**config.mk**
```make
export PLATFORM = sky130hd
export DESIGN_NAME = ps2_teclado_rx
export DESIGN_NICKNAME = d
export VERILOG_FILES = /design/src/rtl/ps2_teclado_rx.sv
export SDC_FILE = /design/constraint.sdc
export NUM_CORES = 1
export LEC_CHECK = 0
export ABC_CLOCK_PERIOD_IN_PS = 1730
export BUFFER_PORTS_ARGS = -buffer_cell sky130_fd_sc_hd__buf_2
export CAP_MARGIN = 15
export CORE_ASPECT_RATIO = 2
export CORE_UTILIZATION = 45
export DETAILED_ROUTE_END_ITERATION = 8
export RECOVER_POWER = 25
export SLEW_MARGIN = 25
export SYNTH_ARGS = -nofsm -noshare
export SYNTH_HDL_FRONTEND = slang
export SYNTH_SLANG_ARGS = --single-unit
```
**constraint.sdc**
```tcl
create_clock -name clk -period 1.73 [get_ports clk]
set_input_delay 0.173 -clock clk [delete_from_list [all_inputs] [get_ports clk]]
set_output_delay 0.173 -clock clk [all_outputs]
set_load 0.03 [all_outputs]
```
**src/rtl/ps2_teclado_rx.sv**
```systemverilog
// PS/2 keyboard receiver: filtered clock, frame FSM, F0/E0 prefix handling.
// Define PS2_TYPEMATIC_FILTER_EN to suppress auto-repeat of the held key.
module ps2_teclado_rx #(
    parameter int FILTRO  = 8,
    parameter int TIMEOUT = 50000,
    parameter int TW      = 16
) (
    input  logic       clk,
    input  logic       rst,
    input  logic       ps2_clk,
    input  logic       ps2_data,
    output logic [7:0] Cambio,
    output logic       got_data,
    output logic [7:0] estado,
    output logic       frame_err
);

    typedef enum logic [1:0] {IDLE, DATA, PARITY, STOP} st_t;

    localparam logic [TW-1:0] TO_MAX = TW'(TIMEOUT - 1);

    st_t              st_q, st_d;
    logic [1:0]       ck_s_q, dt_s_q;
    logic [FILTRO-1:0] flt_q, flt_d;
    logic             fclk_q, fclk_d, fclk_p_q;
    logic [7:0]       sh_q, sh_d;
    logic [2:0]       cnt_q, cnt_d;
    logic             par_q, par_d;
    logic [TW-1:0]    to_q, to_d;
    logic             vld_q, vld_d;
    logic             err_q, err_d;
    logic             brk_q, brk_d, ext_q, ext_d;
    logic [7:0]       cambio_q, cambio_d, estado_q, estado_d;
    logic             got_q, got_d;
    logic             fall, dat, tmo, rep;

    assign fall = fclk_p_q & ~fclk_q;
    assign dat  = dt_s_q[1];
    assign tmo  = (st_q != IDLE) && !fall && (to_q == TO_MAX);

`ifdef PS2_TYPEMATIC_FILTER_EN
    assign rep = (estado_q != 8'h00) && (sh_q == estado_q);
`else
    assign rep = 1'b0;
`endif

    assign flt_d = {flt_q[FILTRO-2:0], ck_s_q[1]};

    always_comb begin
        fclk_d = fclk_q;
        if (&flt_q) fclk_d = 1'b1;
        else if (~|flt_q) fclk_d = 1'b0;
    end

    always_ff @(posedge clk or negedge rst) begin
        if (!rst) begin
            ck_s_q   <= 2'b11;
            dt_s_q   <= 2'b11;
            flt_q    <= '1;
            fclk_q   <= 1'b1;
            fclk_p_q <= 1'b1;
        end else begin
            ck_s_q   <= {ck_s_q[0], ps2_clk};
            dt_s_q   <= {dt_s_q[0], ps2_data};
            flt_q    <= flt_d;
            fclk_q   <= fclk_d;
            fclk_p_q <= fclk_q;
        end
    end

    always_ff @(posedge clk or negedge rst) begin
        if (!rst) st_q <= IDLE;
        else      st_q <= st_d;
    end

    always_comb begin
        st_d = st_q;
        if (tmo) begin
            st_d = IDLE;
        end else if (fall) begin
            unique case (st_q)
                IDLE:    if (!dat) st_d = DATA;
                DATA:    if (cnt_q == 3'd7) st_d = PARITY;
                PARITY:  st_d = STOP;
                STOP:    st_d = IDLE;
                default: st_d = IDLE;
            endcase
        end
    end

    always_comb begin
        sh_d  = sh_q;
        cnt_d = cnt_q;
        par_d = par_q;
        vld_d = 1'b0;
        err_d = tmo;
        if (fall) begin
            unique case (st_q)
                IDLE: begin
                    cnt_d = 3'd0;
                    err_d = dat;
                end
                DATA: begin
                    sh_d  = {dat, sh_q[7:1]};
                    cnt_d = cnt_q + 3'd1;
                end
                PARITY: par_d = dat;
                STOP: begin
                    if (dat && ^{sh_q, par_q}) vld_d = 1'b1;
                    else                       err_d = 1'b1;
                end
                default: ;
            endcase
        end
        to_d = (st_q == IDLE || fall || tmo) ? '0 : to_q + TW'(1);
    end

    // Byte handling runs one cycle after the frame completes.
    always_comb begin
        got_d    = 1'b0;
        cambio_d = cambio_q;
        estado_d = estado_q;
        brk_d    = brk_q;
        ext_d    = ext_q;
        if (vld_q) begin
            if (sh_q == 8'hF0) begin
                brk_d = 1'b1;
            end else if (sh_q == 8'hE0) begin
                ext_d = 1'b1;
            end else if (brk_q) begin
                if (sh_q == estado_q) estado_d = 8'h00;
                brk_d = 1'b0;
                ext_d = 1'b0;
            end else if (!rep) begin
                cambio_d = sh_q;
                estado_d = sh_q;
                got_d    = 1'b1;
                ext_d    = 1'b0;
            end
        end
    end

    always_ff @(posedge clk or negedge rst) begin
        if (!rst) begin
            sh_q     <= 8'h00;
            cnt_q    <= 3'd0;
            par_q    <= 1'b0;
            to_q     <= '0;
            vld_q    <= 1'b0;
            err_q    <= 1'b0;
            brk_q    <= 1'b0;
            ext_q    <= 1'b0;
            cambio_q <= 8'h00;
            estado_q <= 8'h00;
            got_q    <= 1'b0;
        end else begin
            sh_q     <= sh_d;
            cnt_q    <= cnt_d;
            par_q    <= par_d;
            to_q     <= to_d;
            vld_q    <= vld_d;
            err_q    <= err_d;
            brk_q    <= brk_d;
            ext_q    <= ext_d;
            cambio_q <= cambio_d;
            estado_q <= estado_d;
            got_q    <= got_d;
        end
    end

    assign Cambio    = cambio_q;
    assign estado    = estado_q;
    assign got_data  = got_q;
    assign frame_err = err_q;

endmodule

```
== Word level (Yosys, flattened, before mapping) ==
Index checks and enable logic that the tools add are counted.
Storage, ports and cells
  register bits: 64
  input bits: 4
  word-level logic and storage cells: 79
Cells by class
  bitwise gates (word level): 5
  add/sub/neg operators: 2
  reduce and logical (&&, ||, !) cells: 20
  equality and inequality tests: 13
  muxes and demuxes: 23
Operator list (count)
  $add 16x1->16 const B: 1
  $eq 16x16->1 const B: 1
  $eq 8x8->1 const B: 2
  $mux 16: 1
  $mux 8: 2
  $mux 1: 13
  $reduce_xor 9->1: 1
  $eq 8x8->1: 1
  $mux 2: 4
  $pmux 2 s4: 1
  $reduce_and 2->1: 4
  $reduce_and 4->1: 2
  $reduce_and 8->1: 1
  $reduce_or 8->1: 1
  $ne 3x3->1 const B: 2
  $pmux 3 s2: 1
  $reduce_bool 2->1: 3
  $eq 2x2->1 const B: 2
  $ne 2x2->1 const B: 2
  $not 1->1: 4
  $add 3x1->3 const B: 1
  $eq 3x3->1 const B: 1
  $logic_and 1x1->1: 3
  $reduce_and 3->1: 1
  7 further kinds: 8

== Depth between registers and ports, before layout ==
Gate-level depths: netlist (run 1).
  depth in word-level cells: 8
  mapped depth: 7
  depth with buffers taken out: 6

== Least setup slack after synthesis (run 1) ==
OpenSTA, ideal clock, no wires.
  path type: register to register
  from: reg to_q[4]
  to: reg to_q[6]
  clock period less this slack: 1.799 ns
  buffers on the path: 2
  path slack: -0.069 ns
  arrival time: 1.680 ns
  stages on the path, launching flop included: 7
  cell sequence: dfrtp_1 > or4b_1 > nor4_4 > nand2b_1 > buf_6 > buf_12 > nor2_1
On the way
  cells in the longest elaborated chain, start to end: 4
  elaborated cells on any way between the ends: 5
  those cells by class: add/sub: 1; eq/ne: 1; mux: 1; reduce/logical: 2
Ends and longest elaborated chain
  from (decl): RTL line 29  | logic [TW-1:0] to_q, to_d;
  from (signal assigned): RTL line 160  | to_q <= to_d;
  parallel branches: the longest is 3 deep, another holds $add 16x1->16
  $mux 16 *: RTL line 115  | to_d = (st_q == IDLE || fall || tmo) ? '0 : to_q + TW'(1);
  net to_d[6]: RTL line 29
Mark *: on every way through the listed nets, which the timed path passes.
A chain may end at the register's enable or synchronous reset.

== Worst setup path after layout (run 1) ==
  from: reg to_q[12]
  to: reg err_q (netlist: frame_err)
On the way
  cells in the longest elaborated chain, start to end: 5
Ends and longest elaborated chain
  $eq 16x16->1 *: RTL line 39  | assign tmo = (st_q != IDLE) && !fall && (to_q == TO_MAX);
  $logic_and 1x1->1 *: RTL line 39
  $mux 1: RTL line 109  | if (dat && ^{sh_q, par_q}) vld_d = 1'b1;
  $pmux 1 s2: RTL line 98  | unique case (st_q)
  $mux 1 *: RTL line 97  | if (fall) begin
  net err_d: RTL line 31  | logic err_q, err_d;
  to (signal assigned): RTL line 162  | err_q <= err_d;
  to (decl): RTL line 31
Mark *: on every way through the listed nets, which the timed path passes. The rest lies on a longest branch.

==> results of run 1 <==
-- stage by stage --
stage          setup WS (ns)  hold WS (ns)
3_3_place_gp         -0.0547         0.215
6_report             -0.0399         0.354
2_1_floorplan        -0.0653        -0.123
5_1_grt               -0.101         0.355
3_5_place_dp         -0.0945         0.212
4_1_cts              -0.0361         0.355
-- kinds of logic (layout without fill, tap and decap cells) --
| group | count (synthesis) | in the layout |
|---|---|---|
| AOI/OAI and AO/OA | 41 | 41 |
| xor gates and xnor gates | 26 | 26 |
| adders and majority gates | 8 | 8 |
| buffers and inverters | 20 | 87 |
| DFF | 64 | 64 |
| muxes | 9 | 9 |
| and+or+nand+nor | 92 | 92 |
-- area by class of cell --
type	instances	area share
inverter	12	0.0118
clock inverter	7	0.0190
multi-input combinational	176	0.343
clock buffer	9	0.0589
sequential	64	0.424
timing repair buffer	59	0.115
tap	86	0.0282
-- flip-flops by register name (all words and copies together) (netlist names) --
signal,cells
fclk_p_q,1
st_q,2
vld_q,1
Cambio,8
flt_q,8
par_q,1
frame_err,1
fclk_q,1
brk_q,1
got_data,1
sh_q,8
dt_s_q,2
to_q,16
ck_s_q,2
estado,8
cnt_q,3
-- synth_stat cells (3+ instances only) --
| master | instances |
|---|---|
| nand3_1 | 8 |
| nand2b_1 | 3 |
| inv_1 | 12 |
| clkbuf_1 | 4 |
| nand2_1 | 36 |
| xor2_1 | 10 |
| or4_1 | 3 |
| mux2_2 | 9 |
| o211ai_1 | 8 |
| a21oi_1 | 8 |
| nor2_1 | 16 |
| nand4_1 | 7 |
| o21ai_0 | 13 |
| ha_1 | 8 |
| dfrtp_1 | 50 |
| xnor2_1 | 14 |
| dfstp_2 | 14 |
-- power by group through the flow --
stage               clock [mW]  combinational (mW)  sequential (mW)
floorplan                    0               0.587             1.79
global placement             0               0.918             1.78
detailed placement           0               0.935             1.79
CTS                       1.82               0.963             1.76
global route              1.88                1.19             1.78
finish                    1.77                1.09             1.76
-- layer usage --
metal  global-route usage  vias up
li1                     -     1036
met4                0.117        0
met3               0.0498       15
met5                    0        -
met2                0.362       39
met1                0.179     1072
-- worst paths after layout --
check,start,end,slack (ns),cells past startpoint
worst min register to register,dt_s_q[0],dt_s_q[1],0.35,0
min in group asynchronous,rst,estado[6],0.59,3
worst max register to register,to_q[12],frame_err,-0.04,5
worst min-delay path,dt_s_q[0],dt_s_q[1],0.35,0
max in group asynchronous,rst,cnt_q[2],0.57,3
worst max-delay path,to_q[12],frame_err,-0.04,5
-- repair_timing --
item / 4_1_cts / 5_1_grt
gates cloned: 0 / 1
setup endpoints to repair: 33 / 26
hold buffers: 3 / 0
pin swaps: 3 / 8
setup buffers: 0 / 3
hold endpoints to repair: 52 / 0
resized for setup: 6 / 19
-- layout by cell type, fill, tap and decap left out, types with 2 or more instances in the layout --
| cell | n |
|---|---|
| nor2_4 | 5 |
| dfstp_2 | 6 |
| o31ai_1 | 2 |
| or4_1 | 3 |
| dlygate4sd3_1 | 3 |
| nor2_1 | 8 |
| buf_4 | 31 |
| clkinvlp_4 | 2 |
| xnor2_1 | 14 |
| nand2_1 | 36 |
| ha_1 | 8 |
| clkinv_4 | 2 |
| nand2b_1 | 2 |
| dfstp_1 | 8 |
| o211ai_1 | 8 |
| buf_2 | 21 |
| clkbuf_16 | 10 |
| clkinv_2 | 2 |
| buf_12 | 2 |
| nand3_1 | 8 |
| nor3_1 | 2 |
| a32o_1 | 2 |
| nor2_2 | 5 |
| o221ai_2 | 2 |
| or3_1 | 2 |
| inv_1 | 12 |
| xor2_1 | 10 |
| o21ai_0 | 13 |
| a21oi_1 | 4 |
| nand4_1 | 7 |
| a2111oi_0 | 2 |
| dfrtp_1 | 50 |
| a21oi_2 | 4 |
| mux2_2 | 9 |
==> impl_metrics.yaml, run 1 <==
status:
  status: "finished with violations"
  violations: "setup timing"
routing:
  vias_per_cell: 5.23
  route.detailed.drc: 0
  wl_met2_um: 3520
  ant_nets: 0
  wl_met1_um: 2100
  vias: 2162
  firstDrtPassIters: 4
  routed.top_layer: "met4"
  drt-total-wl_um: 5990
  avgRoutedWirePerCell_um: 14.5
  wl_met3_um: 169
  first_iter_violations: 90
power:
  peakVddDrop_v: 0.000789
  sw_frac_of_total: 0.289
  p_sw_mw: 1.34
  p_total_mw: 4.61
  leakagePower_nw: 1.74
  internal_power_mw: 3.28
  power_frac_seq: 0.381
  p_per_area_nw_per_um2: 1210
  p_clk_frac: 0.383
  pwr-share-comb: 0.236
placed_design:
  gp_congestion: 0.808
  placed_area_um2: 3350
  io_buffers: 21
  dp_hpwl_um: 4200
  dp_cells: 390
worst_setup_path:
  cp_cell_sequence: "or4bb_4, nor4_4, buf_4, a2111oi_0, nor3_1"
  path_buf_inv: 1
  critPathArrivalTime_ns: 2.01
  slowest_stage: "or4bb_4"
  cpPeakStageDelay_ns: 0.56
  worstSetupPathType: "reg -> reg"
  worstSetupEndpointType: "flop"
  required_ns: 1.97
  critPathLaunchType: "flop"
  cp_top_family: "simple AND/OR/NAND/NOR gates"
  cp_max_fo: 4
sta:
  slew_violations: 0
  fin_ws_ns: -0.0399
  timing.final.crit_share: 1.02
  worst_slew_pin_slew_ns: 0.860
  hold_viol: 0
  fin_skew_ns: 0.00790
  fmax_ghz: 0.565
  rsz0062_at_grt: "yes"
  fin_crit_ns: 1.77
  setup_tns_ns: -0.301
  setup_viol: 17
  max_slew_margin: 0.427
synth:
  muxShareOfSynthArea: 0.0346
  yosys.area_share.adder: 0.0342
  synth-compound-area-share: 0.0931
  synth_ff_type: "dfrtp_1"
  synthXorXnorAreaFrac: 0.0875
  synth_top_area_cell: "dfrtp_1"
  yosys_warnings: 0
  synth_nets: 272
  synth_area_um2: 2930
  synth_edf_count: 0
  ys_seq_area_frac: 0.553
  post-synth-top-area-fraction: 0.427
  synthTopCellsByArea: "dfrtp_1 43%, dfstp_2 13%, nand2_1 4.6%"
  syn_area_per_cell_um2: 11.3
  postSynthCellCount: 260
  ys_types: 45
  async_reset_ff_frac: 1.00
  synth-seq-cells: 64
  synth_top_family_by_area: "simple AND/OR/NAND/NOR gates"
  synth-simple-area-share: 0.164
final_layout:
  final_cells: 413
  drive_gt1_frac: 0.343
  num_antenna_cells: 0
  area_growth_pct: 30.4
  seq_area_um2: 1620
  final_util: 0.606
  nFillCells: 528
  multi_input_area_um2: 1310
  post-route-cell-area_um2: 3820
  final_nets: 334
global_routing:
  antenna_found_initial: 0
  grt_use_total: 0.194
  gr-total-overflow: 0
  grt_pass1_vias: 2061
  grt_max_degree: 65
  grt_pass1_wl_um: 9510
job:
  cap_violations: 0
floorplan:
  initial_core_util: 0.464
  die_w_um: 59.1
  die_area_um2: 6860
  core_area_um2: 6310
  io_pins: 22
  dieHeight_um: 116
  rows: 41
clock_network:
  cts.sinks: 64
  cts_tree: "done"
  clk_path_buf_depth: 2
  h-tree-depth: 3
  cts.reportedPaths.clkPinSlew_ns: 0.05
  cts-root-buf: "clkbuf_16"
  worstSkewPairLatency_ns: 0.33
  numCtsBuffers: 9
min_path:
  hp-class: "reg -> reg"
Power figures use the tool's default switching activity.
==> run 2: changes to the inputs <==
- PLACE_DENSITY: not set -> 0.71
- SKIP_CTS_REPAIR_TIMING: not set -> 1
==> impl_metrics.yaml, run 2 (same netlist as run 1, synthesis figures left out) <==
worst_setup_path:
  cp_max_fo: 4
  rrSetupSlack_ns: -0.04
  slowest_stage: "or4b_4"
  ff2ff_path_depth: 5
  cpPeakStageDelay_ns: 0.55
  critPathLaunchType: "flop"
  required_ns: 1.93
  cp_cell_sequence: "or4b_4, nor4_4, buf_4, and2_4, o221ai_2"
  worstSetupPathType: "reg -> reg"
  worstSetupEndpointType: "flop"
  critPathArrivalTime_ns: 1.98
sta:
  max_slew_margin: 0.454
  fin_skew_ns: 0.00587
  setup_viol: 10
  fmax_ghz: 0.564
  rsz0062_at_grt: "yes"
  fin_crit_ns: 1.77
  fin_ws_ns: -0.0438
  timing.final.crit_share: 1.03
  hold_viol: 0
  worst_slew_pin_slew_ns: 0.818
  slew_violations: 0
floorplan:
  die_w_um: 59.1
  die_area_um2: 6860
  initial_core_util: 0.464
  core_area_um2: 6310
  rows: 41
  dieHeight_um: 116
  io_pins: 22
clock_network:
  cts.reportedPaths.clkPinSlew_ns: 0.05
  worstSkewPairLatency_ns: 0.33
  h-tree-depth: 3
  cts.sinks: 64
  cts-root-buf: "clkbuf_16"
  clk_path_buf_depth: 2
  numCtsBuffers: 9
  cts_tree: "done"
placed_design:
  gp_congestion: 0.848
  io_buffers: 21
  dp_hpwl_um: 4380
  dp_slack_ns: -0.0888
global_routing:
  grt_use_total: 0.205
  grt_max_degree: 50
  gr-total-overflow: 0
  grt_pass1_vias: 2258
  antenna_found_initial: 0
  grt_pass1_wl_um: 10000
min_path:
  holdPathStages: 0
  hp-class: "reg -> reg"
job:
  cap_violations: 0
status:
  violations: "setup timing"
  status: "finished with violations"
final_layout:
  final_common_cell: "dfrtp_1"
  area_growth_pct: 28.5
  largest_register_ffs: 16
  num_antenna_cells: 0
  final_cell_mix: "50 x dfrtp_1, 36 x nand2_1, 32 x buf_4"
  max_flop_register: "to_q"
  final_nets: 334
  drive_gt1_frac: 0.315
routing:
  first_iter_violations: 85
  ant_nets: 0
  vias: 2173
  firstDrtPassIters: 4
  avgRoutedWirePerCell_um: 14.9
  drt-total-wl_um: 6150
  route.detailed.drc: 0
  vias_per_cell: 5.26
power:
  p_per_area_nw_per_um2: 1170
  leakagePower_nw: 1.73
  peakVddDrop_v: 0.000600
  p_total_mw: 4.42
run 2: changes by cell type in the layout (fill, tap and decap cells not counted), sizes merged:
cell      change
clkbuf        -1
clkinv        -1
bufinv        -1
inv           +1
clkinvlp      +1
buf           +1
run 2: worst paths after layout:
path	end	from
max in group asynchronous	dt_s_q[0]	rst
min in group asynchronous	Cambio[7]	rst
worst max register to register	st_q[1]	to_q[10]
worst max-delay path	st_q[1]	to_q[10]
worst min-delay path	ck_s_q[1]	ck_s_q[0]
worst min register to register	ck_s_q[1]	ck_s_q[0]
run 2: cell type report:
cell class,count,area [um^2]
Multi-Input combinational cell,176,1280
Sequential cell,64,1620
Inverter,12,45.0
Clock inverter,7,57.6
Clock buffer,9,225
Tap cell,86,108
Timing Repair Buffer,59,425
Fill cell,528,2540
run 2: metal layers:
layer  share of wire  vias to the layer above  global-route usage  wire, um
met2            0.59                       46               0.377      3600
li1                -                     1030                   -         -
met3           0.027                       24              0.0532       169
met1            0.34                     1073               0.180      2100
met4           0.046                        0               0.156       282
met5               0                        -                   0         0
run 2: per-stage QoR:
| step | instances | util | instance area (um^2) | hold slack [ns] | setup TNS, ns |
|---|---|---|---|---|---|
| 2_1_floorplan | 260 | - | 2930 | -0.123 | -0.626 |
| 3_3_place_gp | 390 | 0.530 | 3350 | 0.103 | -0.0921 |
| 3_5_place_dp | 390 | 0.530 | 3350 | 0.108 | -1.20 |
| 4_1_cts | 406 | 0.575 | 3630 | -0.248 | -2.05 |
| 5_1_grt | 413 | 0.597 | 3760 | 0.363 | -1.52 |
| 6_report | 413 | 0.597 | 3760 | 0.354 | -0.104 |
run 2: critical path, delay by kind of cell (launching register included):
family | cells | cell delay [ns]
buf+inv | 1 | 0.19
simple gates | 3 | 1.00
compound gates | 1 | 0.08
flops | 1 | 0.37
run 2: where the power goes:
part | switching [mW] | internal [mW]
clock network | 0.680 | 0.979
logic | 0.522 | 0.458
registers | 0.130 | 1.65
==> run 3: changes to the inputs <==
- PLACE_DENSITY: 0.71 -> not set
- SETUP_SLACK_MARGIN: not set -> 0.2
==> impl_metrics.yaml, run 3 (same netlist as run 1, synthesis figures left out) <==
worst_setup_path:
  r2r_end: "st_q[1]"
  endpoint: "st_q[1]"
  reg2reg_from: "to_q[4]"
  critPathArrivalTime_ns: 2.00
  critPathLaunch: "to_q[4]"
  critPathLaunchType: "flop"
  cp_max_fo: 4
  worstSetupPathType: "reg -> reg"
  required_ns: 1.93
  ff2ff_path_depth: 5
  worstSetupEndpointType: "flop"
  rrSetupSlack_ns: -0.07
final_layout:
  max_flop_register: "to_q"
  final_common_cell: "dfrtp_1"
  area_growth_pct: 29.3
  final_util: 0.601
  num_antenna_cells: 0
  nFillCells: 523
  final_cell_mix: "49 x dfrtp_1, 35 x nand2_1, 31 x buf_4"
  final_nets: 333
  largest_register_ffs: 16
  final_cells: 412
  drive_gt1_frac: 0.356
sta:
  setup_viol: 17
  fmax_ghz: 0.557
  slew_violations: 0
  timing.final.crit_share: 1.04
  fin_skew_ns: 0.00677
  fin_ws_ns: -0.0656
  worst_slew_pin_slew_ns: 0.741
  fin_crit_ns: 1.80
  max_slew_margin: 0.506
  rsz0062_at_grt: "yes"
  hold_viol: 0
placed_design:
  dp_hpwl_um: 4400
  gp_congestion: 0.857
  dp_cells: 390
  io_buffers: 21
  dp_slack_ns: -0.0768
routing:
  drt-total-wl_um: 6210
  vias_per_cell: 5.24
  ant_nets: 0
  avgRoutedWirePerCell_um: 15.1
  route.detailed.drc: 0
  vias: 2157
  first_iter_violations: 137
  firstDrtPassIters: 4
floorplan:
  dieHeight_um: 116
  rows: 41
  initial_core_util: 0.464
  die_area_um2: 6860
  die_w_um: 59.1
  core_area_um2: 6310
  io_pins: 22
power:
  internal_power_mw: 3.08
  p_sw_mw: 1.31
  leakagePower_nw: 1.75
  peakVddDrop_v: 0.000800
  pwr-share-comb: 0.227
  p_per_area_nw_per_um2: 1160
  p_total_mw: 4.39
  power_frac_seq: 0.402
  sw_frac_of_total: 0.298
  p_clk_frac: 0.371
global_routing:
  antenna_found_initial: 0
  grt_use_total: 0.201
  grt_pass1_wl_um: 9820
  grt_max_degree: 35
  grt_pass1_vias: 2165
  gr-total-overflow: 0
clock_network:
  h-tree-depth: 3
  numCtsBuffers: 9
  cts.reportedPaths.clkPinSlew_ns: 0.05
  cts_tree: "done"
  cts-root-buf: "clkbuf_16"
  clk_path_buf_depth: 2
  cts.sinks: 64
  worstSkewPairLatency_ns: 0.33
job:
  cap_violations: 0
status:
  status: "finished with violations"
  violations: "setup timing"
min_path:
  hp-class: "reg -> reg"
==> run 3: cell count changes in the layout (fill, tap and decap cells not counted), sizes merged <==
cell / before / now
buf: 55 / 54
clkinv: 3 / 4
clkinvlp: 3 / 2
==> run 3: cell type report <==
cell class	count	area, um^2	area share
flip-flops and latches	64	1620	0.428
multi-input cells	176	1330	0.351
well taps	86	108	0.0284
clock buffers	9	225	0.0594
repair buffers	58	413	0.109
clock inverters	7	47.5	0.0125
inverters	12	45.0	0.0119
==> run 3: power by group through the flow <==
stage                     clock network, mW  logic, mW  registers [mW]
final                                  1.63      0.996            1.77
after global routing                   1.75       1.11            1.79
after CTS                              1.68      0.916            1.77
after detailed placement                  0      0.911            1.79
after global placement                    0      0.886            1.78
after floorplan                           0      0.593            1.79
==> run 3: worst min-delay path by stage <==
stage / cells past startpoint / slack, ns / endpoint / from
floorplan: 0 / -0.12 / Cambio[0] / rst
global placement: 2 / 0.22 / Cambio[5] / rst
detailed placement: 2 / 0.22 / Cambio[5] / rst
CTS: 2 / -0.13 / Cambio[5] / rst
global route: 0 / 0.36 / dt_s_q[1] / dt_s_q[0]
finish: 0 / 0.35 / dt_s_q[1] / dt_s_q[0]
==> run 3: metrics by stage <==
step / TNS, ns / hold WS (ns) / instance area, um^2
after floorplan: -0.626 / -0.123 / 2950
after global placement: -0.0712 / 0.218 / 3350
after detailed placement: -0.954 / 0.220 / 3350
after CTS: -2.03 / -0.133 / 3620
after global routing: -1.56 / 0.357 / 3790
final: -0.381 / 0.354 / 3790
==> run 3: metal layers <==
metal	track usage	share of wire	wire length, um	vias to the layer above
li1	-	-	-	1025
met2	0.373	0.57	3540	44
met1	0.182	0.36	2210	1069
met4	0.129	0.046	283	0
met3	0.0598	0.027	169	19
met5	0	0	0	-
==> run 3: critical path, stage by stage (launching register included) <==
cell and delay, ns:
dfrtp_1 0.39, or4b_4 0.54, nor4_4 0.29, buf_4 0.18, and2_4 0.17, o221ai_2 0.09
